==> src/rtl/regfile_reader_if.sv <==
// Output beat stream of the register file dump engine.
// One beat per accepted valid/ready handshake.
interface regfile_reader_if #(
  parameter int AW = 5,
  parameter int DW = 32
);
  logic          out_valid;
  logic          out_ready;
  logic [DW-1:0] out_data;
  logic [AW-1:0] out_idx;
  logic          out_last;

  modport master (
    output out_valid,
    output out_data,
    output out_idx,
    output out_last,
    input  out_ready
  );

  modport slave (
    input  out_valid,
    input  out_data,
    input  out_idx,
    input  out_last,
    output out_ready
  );
endinterface

==> src/rtl/regfile_reader.sv <==
// Walks the register file read port 0..NREGS-1 and streams
// each entry as one valid/ready beat; abort cancels silently.
module regfile_reader #(
  parameter int NREGS = 32,
  parameter int AW    = 5,
  parameter int DW    = 32
) (
  input  logic                  clk,
  input  logic                  rst,
  input  logic                  start,
  input  logic                  abort,
  output logic [AW-1:0]         rd_addr,
  input  logic [DW-1:0]         rd_data,
  regfile_reader_if.master      out,
  output logic                  busy,
  output logic                  done
);

  typedef enum logic [1:0] {
    IDLE,
    LOAD,
    SEND
  } state_t;

  localparam logic [AW-1:0] LAST_IDX = AW'(NREGS - 1);

  state_t        state, state_n;
  logic [AW-1:0] ptr, ptr_n;
  logic          valid_q, valid_n;
  logic [DW-1:0] data_q, data_n;
  logic [AW-1:0] idx_q, idx_n;
  logic          done_q, done_n;

  always_ff @(posedge clk) begin
    if (rst) begin
      state   <= IDLE;
      ptr     <= '0;
      valid_q <= 1'b0;
      data_q  <= '0;
      idx_q   <= '0;
      done_q  <= 1'b0;
    end else begin
      state   <= state_n;
      ptr     <= ptr_n;
      valid_q <= valid_n;
      data_q  <= data_n;
      idx_q   <= idx_n;
      done_q  <= done_n;
    end
  end

  always_comb begin
    state_n = state;
    ptr_n   = ptr;
    valid_n = valid_q;
    data_n  = data_q;
    idx_n   = idx_q;
    done_n  = 1'b0;
    if (abort) begin
      state_n = IDLE;
      valid_n = 1'b0;
      ptr_n   = '0;
    end else begin
      unique case (state)
        IDLE: begin
          if (start) begin
            ptr_n   = '0;
            state_n = LOAD;
          end
        end
        LOAD: begin
          data_n  = rd_data;
          idx_n   = ptr;
          valid_n = 1'b1;
          ptr_n   = ptr + AW'(1);
          state_n = SEND;
        end
        SEND: begin
          if (out.out_ready) begin
            if (idx_q == LAST_IDX) begin
              valid_n = 1'b0;
              done_n  = 1'b1;
              state_n = IDLE;
            end else begin
              // refill behind the accepted beat for back-to-back output
              data_n = rd_data;
              idx_n  = ptr;
              ptr_n  = ptr + AW'(1);
            end
          end
        end
        default: state_n = IDLE;
      endcase
    end
  end

  assign rd_addr       = ptr;
  assign out.out_valid = valid_q;
  assign out.out_data  = data_q;
  assign out.out_idx   = idx_q;
  assign out.out_last  = valid_q && (idx_q == LAST_IDX);
  assign busy          = (state != IDLE);
  assign done          = done_q;

endmodule

==> src/flat_wrapper.sv <==
// flat-port wrapper written by rule: the top's interface ports become plain ports
module regfile_reader_flat 
#(
  parameter int NREGS = 32,
  parameter int AW    = 5,
  parameter int DW    = 32
)
  (clk, rst, start, abort, rd_addr, rd_data, busy, done, out_out_valid, out_out_data, out_out_idx, out_out_last, out_out_ready);
  regfile_reader_if #(.AW(AW), .DW(DW)) out_i ();
  input  logic clk;
  input  logic rst;
  input  logic start;
  input  logic abort;
  output logic [AW-1:0] rd_addr;
  input  logic [DW-1:0] rd_data;
  output logic busy;
  output logic done;
  output wire logic [$bits(out_i.out_valid)-1:0] out_out_valid;
  output wire logic [$bits(out_i.out_data)-1:0] out_out_data;
  output wire logic [$bits(out_i.out_idx)-1:0] out_out_idx;
  output wire logic [$bits(out_i.out_last)-1:0] out_out_last;
  input wire logic [$bits(out_i.out_ready)-1:0] out_out_ready;
  assign out_out_valid = out_i.out_valid;
  assign out_out_data = out_i.out_data;
  assign out_out_idx = out_i.out_idx;
  assign out_out_last = out_i.out_last;
  assign out_i.out_ready = out_out_ready;
  regfile_reader #(.NREGS(NREGS), .AW(AW), .DW(DW)) u_core (.clk(clk), .rst(rst), .start(start), .abort(abort), .rd_addr(rd_addr), .rd_data(rd_data), .out(out_i), .busy(busy), .done(done));
endmodule
==> config.mk <==
export PLATFORM = sky130hd
export DESIGN_NAME = regfile_reader_flat
export DESIGN_NICKNAME = d
export VERILOG_FILES = /design/src/rtl/regfile_reader_if.sv /design/src/rtl/regfile_reader.sv /design/src/flat_wrapper.sv
export SDC_FILE = /design/constraint.sdc
export NUM_CORES = 1
export LEC_CHECK = 0
export ABC_CLOCK_PERIOD_IN_PS = 1700
export CAP_MARGIN = 20
export CORE_ASPECT_RATIO = 1.1
export CORE_MARGIN = 2
export CORE_UTILIZATION = 39
export CTS_BUF_LIST = sky130_fd_sc_hd__clkbuf_2
export CTS_CLUSTER_SIZE = 20
export DETAILED_ROUTE_END_ITERATION = 7
export PLACE_DENSITY = 0.78
export SETUP_SLACK_MARGIN = 0.5
export SYNTH_ARGS = -nofsm -noshare
export SYNTH_HDL_FRONTEND = slang
export SYNTH_SLANG_ARGS = --single-unit
export TNS_END_PERCENT = 20
==> constraint.sdc <==
create_clock -name clk -period 1.7 [get_ports clk]
set_input_delay 0.34 -clock clk [delete_from_list [all_inputs] [get_ports clk]]
set_output_delay 0.34 -clock clk [all_outputs]
set_load 0.05 [all_outputs]
==> impl_metrics.json <==
{
  "status": "finished, violations left",
  "violations": "negative setup slack",
  "fin_crit_ns": 1.70,
  "dieHeight_um": 78.3,
  "drv_cap": 0,
  "start_util_pct": 39.7,
  "yosysSeqAreaShare_pct": 47.1,
  "dpl.hpwl_um": 3450,
  "slew_viol_final": 0,
  "drc": 0,
  "core_region_area_um2": 4930,
  "holdBufCountCts": 0,
  "gp_congestion": 0.858,
  "instances_no_fill": 389,
  "finalHoldViolCount": 0,
  "final_cell_mix": "73 x nand2_1, 35 x clkdlybuf4s50_1, 33 x buf_8, 27 x dfxtp_2, 25 x a21oi_2",
  "ys_seq_elements": 46,
  "grt_pass1_vias": 1851,
  "reg2reg_slack_ns": -0.002,
  "irDropWorstVdd_uv": 285,
  "boundaryPins": 83,
  "setup-tns-final_ns": -0.00190,
  "drt-vias-per-instance": 4.97,
  "finalSetupViolations": 1,
  "antenna_found_initial": 0,
  "drtPass1Iterations": 4,
  "cts_buffers": 5,
  "critPathKind": "flip-flop to flip-flop",
  "finClkSkew_ns": 0.0147,
  "ant_nets": 0,
  "clkLatencyLatePin_ns": 0.42,
  "wl_per_cell_um": 14.7,
  "worstHoldPathType": "input port to flip-flop",
  "dieArea_um2": 5600,
  "cts.sinks": 46,
  "syn_inst": 232,
  "hold_start": "rst",
  "synth_nets": 274,
  "grt_max_degree": 21,
  "rsz0062_at_grt": "yes",
  "clk_pin_slew_worst_paths_ns": 0.23,
  "finalCritPeriodShare_pct": 100,
  "worst-r2r-cell-count": 8,
  "startpoint": "u_core.state[1]$_SDFFE_PP0P_",
  "drive_above_1_share_pct": 51.4,
  "r2r-end": "u_core.out.out_idx[3]$_SDFFE_PP0P_",
  "arrival_ns": 2.05,
  "r2r_start": "u_core.state[1]$_SDFFE_PP0P_",
  "die_w_um": 71.5,
  "layout.nets": 372,
  "row_count": 27,
  "track_usage_pct": 18.3,
  "diodes": 0,
  "syn_area_um2": 1960,
  "placed_area_um2": 2850,
  "tightest_slew_ns": 0.296,
  "pre_cts_slack_ns": -0.0280,
  "final_area_um2": 3490,
  "grt_overflow": 0,
  "max-slew-margin-rel_pct": 80.3,
  "yosys_warnings": 0,
  "syn_to_final_growth_pct": 78.5,
  "p_total_uw": 2170,
  "fmax_ghz": 0.588,
  "clock-root-buffer": "clkbuf_2",
  "n_fill_cell": 369,
  "dp.cells": 369,
  "fin_ws_ns": -0.00190,
  "drt_wl_total_um": 5710,
  "p_leak_uw": 0.00131,
  "final_common_cell": "nand2_1",
  "end_kind": "flip-flop",
  "hold_depth": 3,
  "port_buffers": 82,
  "cp_data_required_time_ns": 2.05,
  "p_per_area_nw_per_um2": 620,
  "syn_avg_cell_area_um2": 8.43,
  "h-tree-depth": 2,
  "whs_endpoint": "u_core.state[1]$_SDFFE_PP0P_",
  "cts_buffer_depth": 2,
  "cts_tree": "built",
  "startpoint_type": "flip-flop",
  "via_count": 1933,
  "yosys.cell_types.count": 28,
  "grt_pass1_wl_um": 8280,
  "cp_max_fo": 17,
  "drtIter0Drc": 54
}
==> Yosys cell counts <==
cell type | number | area, um2
nand2_1 | 82 | 308
dfxtp_1 | 46 | 921
a21oi_1 | 28 | 140
a21oi_2 | 12 | 105
nand3_1 | 9 | 45.0
clkbuf_1 | 5 | 18.8
ha_1 | 5 | 62.6
inv_1 | 5 | 18.8
buf_6 | 4 | 45.0
nor3_1 | 4 | 20.0
a32o_1 | 3 | 30.0
and3_1 | 3 | 18.8
buf_8 | 3 | 45.0
nor2_1 | 3 | 11.3
o21ai_0 | 3 | 15.0
a31oi_1 | 2 | 12.5
and2_1 | 2 | 12.5
nand2b_1 | 2 | 12.5
nor2b_1 | 2 | 12.5
a22o_1 | 1 | 8.76
a31o_2 | 1 | 8.76
mux2_4 | 1 | 15.0
mux2i_1 | 1 | 10.0
nor2b_2 | 1 | 8.76
nor3b_1 | 1 | 7.51
o311a_2 | 1 | 11.3
o311ai_4 | 1 | 26.3
or2_2 | 1 | 6.26
==> area by class of cell <==
type | instances | area, um2 | share of cell area [%]
multi-input cells | 169 | 1100 | 31.4
flip-flops and latches | 46 | 1000 | 28.6
well taps | 58 | 72.6 | 2.08
repair buffers | 103 | 1240 | 35.4
clock inverters | 1 | 30.0 | 0.860
inverters | 5 | 21.3 | 0.609
clock buffers | 7 | 35.0 | 1.00
==> registers in the layout, summed over array words and instances, names as in the netlist <==
name and cells:
u_core.done 1, u_core.out.out_data 32, u_core.out.out_idx 5, u_core.out.out_valid 1, u_core.rd_addr 5, u_core.state 2
==> critical path, stage by stage (launching register included) <==
cell	delay, ns
dfxtp_4	0.41
buf_6	0.11
ha_4	0.18
mux2_4	0.33
o311ai_4	0.09
buf_6	0.17
buf_12	0.14
nand2_1	0.06
a21oi_1	0.14
==> metrics by stage <==
| stage | hold WS (ns) | utilization (%) |
|---|---|---|
| after detailed placement | 0.447 | 57.7 |
| after global routing | 0.311 | 70.8 |
| after CTS | 0.303 | 61.5 |
| final | 0.313 | 70.8 |
| after global placement | 0.442 | 57.7 |
| after floorplan | 0.476 | - |
==> worst max-delay path by stage <==
stage / slack [ns] / endpoint / cells after the start
floorplan: 0.15 / u_core.out.out_data[0]$_SDFFE_PP0P_ / 8
global placement: 0.03 / u_core.out.out_data[7]$_SDFFE_PP0P_ / 6
detailed placement: -0.03 / u_core.out.out_data[6]$_SDFFE_PP0P_ / 6
CTS: 0.03 / out_out_last / 3
global route: -0.04 / u_core.out.out_data[15]$_SDFFE_PP0P_ / 8
finish: -0.002 / u_core.out.out_idx[3]$_SDFFE_PP0P_ / 8
==> power breakdown <==
part           internal, uW  switching, uW  total [uW]  leakage [uW]
Sequential             1090           22.0        1110      0.000395
Combinational           217            228         446      0.000871
Clock                   262            347         608     0.0000432
Total                  1570            597        2170       0.00131
==> metal layers <==
metal	routed length, um	vias up	global-route usage [%]
met5	0	-	0
li1	-	973	-
met1	2340	891	22.0
met4	129	0	6.60
met2	2920	58	30.8
met3	328	11	5.26
==> cells by family (layout without fill, tap and decap cells) <==
family          after synthesis  count (layout)  share of synthesized area, %
simple gates                110             110                          23.7
fa+ha+maj                     5               5                          3.20
compound gates               52              52                          18.3
mux                           2               2                          1.28
flops                        46              46                          47.1
buf+inv                      17             116                          6.52
==> repair_timing <==
action / CTS / global route
buffers inserted: 8 / 3
pin swaps: 8 / 23
resized for setup: 17 / 133
cloned: 0 / 1
setup endpoints to repair: 90 / 91
Power figures use the tool's default switching activity.
